===== src/rtl/video_fb_arbiter.sv =====
// video_fb_arbiter: shares one framebuffer RAM between fixed-latency scan-out reads, a buffered host write port and a clear sequencer
module video_fb_arbiter #(
  parameter int ADDR_W = 19,
  parameter int DATA_W = 3,
  parameter int PIXELS = 480000,
  parameter int WFIFO_DEPTH = 4
) (
  input  logic                         clk_i,
  input  logic                         rst_i,
  input  logic                         vid_req_i,
  input  logic [ADDR_W-1:0]            vid_addr_i,
  output logic                         vid_valid_o,
  output logic [DATA_W-1:0]            vid_data_o,
  input  logic                         host_valid_i,
  output logic                         host_ready_o,
  input  logic [ADDR_W-1:0]            host_addr_i,
  input  logic [DATA_W-1:0]            host_data_i,
  input  logic                         clr_start_i,
  input  logic [DATA_W-1:0]            clr_color_i,
  output logic                         clr_busy_o,
  output logic                         clr_done_o,
  output logic                         drop_o,
  output logic [$clog2(WFIFO_DEPTH):0] fifo_count_o,
  output logic                         mem_en_o,
  output logic                         mem_we_o,
  output logic [ADDR_W-1:0]            mem_addr_o,
  output logic [DATA_W-1:0]            mem_wdata_o,
  input  logic [DATA_W-1:0]            mem_rdata_i
);
  localparam int PW = $clog2(WFIFO_DEPTH);
  localparam logic [PW:0] FULL = (PW+1)'(WFIFO_DEPTH);
  typedef enum logic [1:0] {IDLE, WAIT, CLEAR} state_t;
  state_t state;
  logic [ADDR_W-1:0] f_addr [WFIFO_DEPTH];
  logic [DATA_W-1:0] f_data [WFIFO_DEPTH];
  logic [PW-1:0] wr_ptr, rd_ptr;
  logic [ADDR_W-1:0] clr_cnt;
  logic [DATA_W-1:0] clr_color;
  logic [1:0] rd_pipe;
  logic push, pop, head_ok, last;
  assign host_ready_o = rst_i && state == IDLE && fifo_count_o != FULL;
  assign push = host_valid_i && host_ready_o;
  assign pop = !vid_req_i && state != CLEAR && fifo_count_o != '0;
  assign head_ok = {1'b0, f_addr[rd_ptr]} < (ADDR_W+1)'(PIXELS);
  assign last = clr_cnt == ADDR_W'(PIXELS-1);
  always_ff @(posedge clk_i)
    if (push) begin
      f_addr[wr_ptr] <= host_addr_i;
      f_data[wr_ptr] <= host_data_i;
    end
  always_ff @(posedge clk_i or negedge rst_i)
    if (!rst_i) begin
      state        <= IDLE;
      wr_ptr       <= '0;
      rd_ptr       <= '0;
      fifo_count_o <= '0;
      clr_cnt      <= '0;
      clr_color    <= '0;
      rd_pipe      <= '0;
      vid_valid_o  <= 1'b0;
      vid_data_o   <= '0;
      clr_busy_o   <= 1'b0;
      clr_done_o   <= 1'b0;
      drop_o       <= 1'b0;
      mem_en_o     <= 1'b0;
      mem_we_o     <= 1'b0;
      mem_addr_o   <= '0;
      mem_wdata_o  <= '0;
    end else begin
      mem_en_o     <= 1'b0;
      mem_we_o     <= 1'b0;
      clr_done_o   <= 1'b0;
      drop_o       <= 1'b0;
      rd_pipe      <= {rd_pipe[0], vid_req_i};
      vid_valid_o  <= rd_pipe[1];
      if (rd_pipe[1]) vid_data_o <= mem_rdata_i;
      if (push) wr_ptr <= wr_ptr + PW'(1);
      if (pop) rd_ptr <= rd_ptr + PW'(1);
      fifo_count_o <= fifo_count_o + (PW+1)'(push) - (PW+1)'(pop);
      if (vid_req_i) begin
        mem_en_o   <= 1'b1;
        mem_addr_o <= vid_addr_i;
      end else if (state == CLEAR) begin
        mem_en_o    <= 1'b1;
        mem_we_o    <= 1'b1;
        mem_addr_o  <= clr_cnt;
        mem_wdata_o <= clr_color;
      end else if (pop) begin
        mem_en_o <= head_ok;
        mem_we_o <= head_ok;
        drop_o   <= !head_ok;
        if (head_ok) begin
          mem_addr_o  <= f_addr[rd_ptr];
          mem_wdata_o <= f_data[rd_ptr];
        end
      end
      if (state == IDLE && clr_start_i) begin
        state      <= WAIT;
        clr_color  <= clr_color_i;
        clr_busy_o <= 1'b1;
      end else if (state == WAIT && fifo_count_o == '0) begin
        state <= CLEAR;
      end else if (state == CLEAR && !vid_req_i) begin
        clr_cnt <= last ? '0 : clr_cnt + ADDR_W'(1);
        if (last) begin
          state      <= IDLE;
          clr_busy_o <= 1'b0;
          clr_done_o <= 1'b1;
        end
      end
    end
endmodule


===== config.mk =====
export PLATFORM = sky130hd
export DESIGN_NAME = video_fb_arbiter
export DESIGN_NICKNAME = d
export VERILOG_FILES = /design/src/rtl/video_fb_arbiter.sv
export SDC_FILE = /design/constraint.sdc
export NUM_CORES = 1
export LEC_CHECK = 0
export CAP_MARGIN = 20
export CORE_UTILIZATION = 54
export CTS_CLUSTER_DIAMETER = 80
export CTS_CLUSTER_SIZE = 16
export DETAILED_ROUTE_END_ITERATION = 10
export PLACE_DENSITY = 0.76
export SKIP_LAST_GASP = 1
export SLEW_MARGIN = 20
export SYNTH_ARGS = -nofsm -noshare
export SYNTH_HDL_FRONTEND = slang
export SYNTH_SLANG_ARGS = --single-unit

===== constraint.sdc =====
create_clock -name clk_i -period 3 [get_ports clk_i]
set_input_delay 0.6 -clock clk_i [delete_from_list [all_inputs] [get_ports clk_i]]
set_output_delay 0.6 -clock clk_i [all_outputs]
set_load 0.02 [all_outputs]

**Yosys cells after proc, flatten, opt, wreduce, memory -nomap -nowiden**

Memory sizes are Yosys's and may differ from the RTL's.
Cells that the tools add are included.
W data, S select, Z words.

- Memory bits (writable): 88
- Output and inout port bits: 35
- Bits in read-only memories: 0
- Memories kept: 2
- Register bits after elaboration: 64
- Latch bits: 0

- Bitwise operators: 3
- Mux-type cells: 29
- Reduce and logical (&&, ||, !) cells: 26
- Add/sub/neg operators: 5
- Equal/unequal tests: 6
- Shift operators: 0
- Order comparisons: 1
- $mul: 0
- Divide/modulo/power cells: 0

Memories:

| name | words | bits a word | rd ports | clocked after Yosys merged registers in | wr ports | RTL line | text |
|---|---|---|---|---|---|---|---|
| f_addr | 4 | 19 | 1 | 0 | 1 | 34 | `logic [ADDR_W-1:0] f_addr [WFIFO_DEPTH];` |
| f_data | 4 | 3 | 1 | 0 | 1 | 35 | `logic [DATA_W-1:0] f_data [WFIFO_DEPTH];` |

Operators by type and width:

| operator | number |
|---|---|
| $mux W19 | 5 |
| $add A19 B1 Y19 const B | 1 |
| $eq A19 B19 Y1 const B | 1 |
| $lt A19 B19 Y1 const B | 1 |
| $mux W1 | 17 |
| $reduce_bool A3 Y1 | 5 |
| $mux W3 | 3 |
| $reduce_and A3 Y1 | 3 |
| $logic_and A1 B1 Y1 | 8 |
| $mux W2 | 4 |
| $reduce_bool A2 Y1 | 4 |
| $add A2 B1 Y2 const B | 2 |
| $ne A2 B2 Y1 const B | 2 |
| $reduce_and A2 Y1 | 2 |
| $add A3 B1 Y3 | 1 |
| $logic_not A3 Y1 | 1 |
| $ne A3 B3 Y1 const B | 1 |
| $not A1 Y1 | 3 |
| $sub A3 B1 Y3 | 1 |
| $eq A2 B1 Y1 const B | 1 |
| $eq A2 B2 Y1 const B | 1 |
| $logic_not A1 Y1 | 2 |
| $logic_not A2 Y1 | 1 |

**Depth between registers and ports, before layout**

- Word-level depth: 6
- Mapped depth: 12
- Mapped depth without buffers: 12

**Least setup slack after synthesis**

No wires, ideal clock.

- Kind: input -> register
- From: in rst_i
- To: reg fifo_count_o[2]
- Arrival time: 2,527 ps
- Setup time: 134 ps
- Setup slack: 339 ps
- Buffers on the path: 0
- Stages: 11
- Path through: nand2_1 -> a21oi_1 -> and2_1 -> inv_1 -> ha_1 -> inv_1 -> ha_1 -> inv_1 -> fa_1 -> xnor2_1 -> xnor2_1

- Word-level cells in the longest chain between the ends: 5

Ends and longest elaborated chain:

| element | RTL line | text |
|---|---|---|
| start, declared | 9 | `input logic rst_i,` |
| $logic_and A1 B1 Y1 (2 in series) | 41 | `assign host_ready_o = rst_i && state == IDLE && fifo_count_o != FULL;` |
| named net host_ready_o | 15 | `output logic host_ready_o,` |
| $logic_and A1 B1 Y1 | 42 | `assign push = host_valid_i && host_ready_o;` |
| $add A3 B1 Y3 | 79 | `fifo_count_o <= fifo_count_o + (PW+1)'(push) - (PW+1)'(pop);` |
| $sub A3 B1 Y3 | 79 |  |
| end signal, assigned | 79 |  |
| end, declared | 23 | `output logic [$clog2(WFIFO_DEPTH):0] fifo_count_o,` |

The timed path passes the listed nets, and every way through them passes these cells.
A chain may end at the register's enable or synchronous reset.

**Worst setup path in the final report**

- From: reg rd_ptr[0]
- To: reg mem_addr_o[15]

- Word-level cells in the longest chain between the ends: 5
- Elaborated cells on any way between the ends: 8
- Those cells by class: order compare: 1; mux: 4; reduce/logical: 2; memory: 1

Ends and longest elaborated chain:

| element | RTL line | text |
|---|---|---|
| start, declared | 36 | `logic [PW-1:0] wr_ptr, rd_ptr;` |
| start signal, assigned | 78 | `if (pop) rd_ptr <= rd_ptr + PW'(1);` |
| $mem_v2 Z4 W19 (*) | - |  |
| branches (longest 4 deep; another with $lt A19 B19 Y1) | - |  |
| end signal, assigned | 82 | `mem_addr_o <= vid_addr_i;` |
| end signal, assigned | 86 | `mem_addr_o <= clr_cnt;` |
| end signal, assigned | 93 | `mem_addr_o <= f_addr[rd_ptr];` |
| end, declared | 26 | `output logic [ADDR_W-1:0] mem_addr_o,` |

Mark *: on every way between the ends. The select of a mux whose other input is x is not followed.

==> metrics <==
status finished, violations left; failing checks DRC; post-synth top area cell edfxtp_1; clock power share 0.443; Final Cycle Share 0.893; Post-CTS Hold Buffers 0; drt via density 5.98; Final nets between 500 and 600; Internal Power between 3 and 4 mW; final setup margin between 300 and 400 ps; CTS sink count 152; Setup Viol. Count Final 0; worst reg2reg path depth 6; critical setup path kind reg -> reg; R2R Path Start rd_ptr[0]; DRT iter0 DRCs around 250; drt pass-1 iters 8; WP data arrival roughly 3000 ps; EDFF count, synth 88; post-CTS resize count 0; Slew HR 0.467; Worst-path clk slew 60 ps; critical path depth 6; P&R area growth vs syn 24.0%; min-delay src rd_pipe[0]; starting density of the core 0.562; synthesized flop and latch total about 150; vias in the first global route about 4.1k; syn nets ~500; Remaining Overflow, GRT 0; Final Hold Viols 0; Synth top area share 0.405; Syn Std Cell Area around 0.0065 sq mm; CTS tree done; Cell Pwr Density ~560 mW/mm^2; setup slack at placement approximately 290 ps; total negative setup slack 0 ps; CTS Buf Count 17; DRC violations left 5; crit path cell chain buf_4 -> mux4_2 -> nand2_1 -> a221oi_2 -> o21a_1 -> mux2_4; Setup crit start kind flip-flop; Switch Pwr around 950 uW; Worst VDD drop roughly 0.00035 V; hold path cells 0; fmax 373 MHz; CTS Root Cell clkbuf_16; maxcap violations 0; I/O Buffers 86; total number of vias slightly above 4k; DRT Wirelength 13,600 um; average size of a mapped cell 14.7 sq um; FF-to-FF End mem_addr_o[15]; final worst path period need approximately 2700 ps; Worst Max-Slew Pin Slew about 800 ps; setup repair bufs after CTS 0; CP endpoint kind flip-flop; Reg2Reg Setup Slack 320 ps; H-tree depth 4; Hold Slack approximately 370 ps; unrepaired setup endpoints after global routing false; die height 112 um; Cell Rows 39; Die W between 100 and 150 um; post-DP HPWL between 8000 and 9000 um; crit-path leading delay family compound AO/OA/AOI/OAI gates; Clock Latency Late Sink roughly 420 ps; synthesized netlist cell count roughly 440; Die ar. about 0.013 sq mm; Sw Share 0.209; Crit-path slowest cell o21a_1; Critical Path Max Stage Delay between 600 and 700 ps; Combinational Power Share 0.060; Worst Path Buf+Inv 1; asr flop ratio synth 0.421; Synth Warn # 0; share of cells above drive strength 1 0.147; antenna cells 0; Top FF cell, synth edfxtp_1; Distinct cells, synth 48; max-slew violation count 0; P_leak between 3 and 4 nW; gr usage total 0.237; IO Count 87; global-route wire length before repair between 20,000 and 25,000 um; routability cong. between 0.8 and 0.9; Routed Antenna Nets 0; clk_skew 6.73 ps; WL/cell between 15 and 20 um; sequential share of the synthesized area 0.651; Longest Clk Path Bufs 2; initial antenna violation count 0; Worst Hold Endpoint rd_pipe[1]; worst-path fanout max 20; CORE AREA ~0.012 sq mm; Synth area leaders edfxtp_1 (41%), dfrtp_1 (25%), mux4_2 (7.6%); Sequential Power Share 0.497; Hold WC Path Type reg -> reg; largest net degree at the start of global routing 65; Data required, critical path roughly 3300 ps
==> state kept, by name, summed over array words and instances, names as in the netlist, 2 cells and up <==
| name | cells |
|---|---|
| clr_cnt | 19 |
| clr_color | 3 |
| f_addr | 76 |
| f_data | 12 |
| fifo_count_o | 3 |
| mem_addr_o | 19 |
| mem_wdata_o | 3 |
| rd_pipe | 2 |
| rd_ptr | 2 |
| state | 2 |
| vid_data_o | 3 |
| wr_ptr | 2 |
==> cell usage in the layout, fill, tap and decap left out, types with 3 or more instances in the layout <==
cell and instances:
nand4_1 5, a21oi_1 22, a31oi_1 4, clkbuf_16 17, buf_4 13, mux2i_1 3
edfxtp_1 88, a21o_1 17, and2_1 4, ha_1 7, xnor2_1 15, nor3b_1 4
mux2_2 7, inv_1 10, nor2b_1 17, clkdlybuf4s50_1 84, a211oi_1 17, mux4_2 22
nand2_1 22, a22o_1 3, nor3_1 4, a311o_1 3, nand2b_1 3, dfrtp_1 64
nor2_1 14, and4_1 3, o21ai_0 6, a221oi_1 17, and3_1 5, nand3_1 7
==> worst max path at each step <==
stage              start         endpoint
2_1_floorplan      rst_i  fifo_count_o[2]
3_3_place_gp   rd_ptr[0]   mem_addr_o[15]
3_5_place_dp   rd_ptr[0]   mem_addr_o[15]
4_1_cts        rd_ptr[0]   mem_addr_o[15]
5_1_grt        rd_ptr[0]   mem_addr_o[13]
6_report       rd_ptr[0]   mem_addr_o[15]
==> cell type report <==
type | count | area (sq um)
timing repair buffer | 99 | 948
multi-input combinational | 253 | 2120
clock inverter | 12 | 128
sequential | 152 | 4240
inverter | 10 | 37.5
tap | 143 | 179
fill | 786 | 3530
clock buffer | 19 | 433
==> per-layer routing <==
metal  wire [um]  part of all wire  track usage  vias to the layer above
li1            -                 -            -                     1887
met1        5830              0.43        0.322                     2064
met2        6770              0.50        0.376                      140
met3         708             0.052       0.0463                       22
met4         257             0.019        0.102                        0
met5           0                 0            0                        -
==> through the flow <==
step | util | area [sq um] | power (mW) | cells
after CTS | 0.696 | 8080 | 4.60 | 688
after global placement | 0.648 | 7520 | 2.58 | 657
final | 0.696 | 8090 | 4.56 | 688
after global routing | 0.696 | 8090 | 4.70 | 688
after floorplan | - | 6520 | 2.41 | 443
after detailed placement | 0.648 | 7520 | 2.58 | 657
==> synthesized netlist by cell type, types with 4 or more instances <==
library cell,instances
inv_1,10
buf_2,4
and3_1,5
nor3_1,4
o21ai_0,6
nor2_1,15
nand4_1,5
a31oi_1,4
xnor2_1,15
nand2_1,22
nor2b_1,18
a211oi_1,17
mux4_2,22
and2_1,4
dfrtp_1,64
nand3_1,7
clkbuf_1,18
edfxtp_1,88
mux2_2,7
ha_1,7
nor3b_1,4
a21o_1,17
a221oi_1,17
a21oi_1,22
==> cells by family after synthesis <==
| kind of cell | synth area share |
|---|---|
| fa+ha+maj | 0.0165 |
| mux | 0.0973 |
| compound gates | 0.103 |
| xor+xnor | 0.0228 |
| flops | 0.651 |
| buf+inv | 0.0255 |
| simple gates | 0.0846 |
==> power by group through the flow <==
stage	Clock (mW)	Combinational (mW)	Sequential [mW]
3_5_place_dp	0	0.277	2.31
2_1_floorplan	0	0.0696	2.34
3_3_place_gp	0	0.273	2.30
4_1_cts	2.06	0.278	2.27
6_report	2.02	0.275	2.27
5_1_grt	2.14	0.296	2.27
Note: power is estimated with default switching activity, not from simulation.
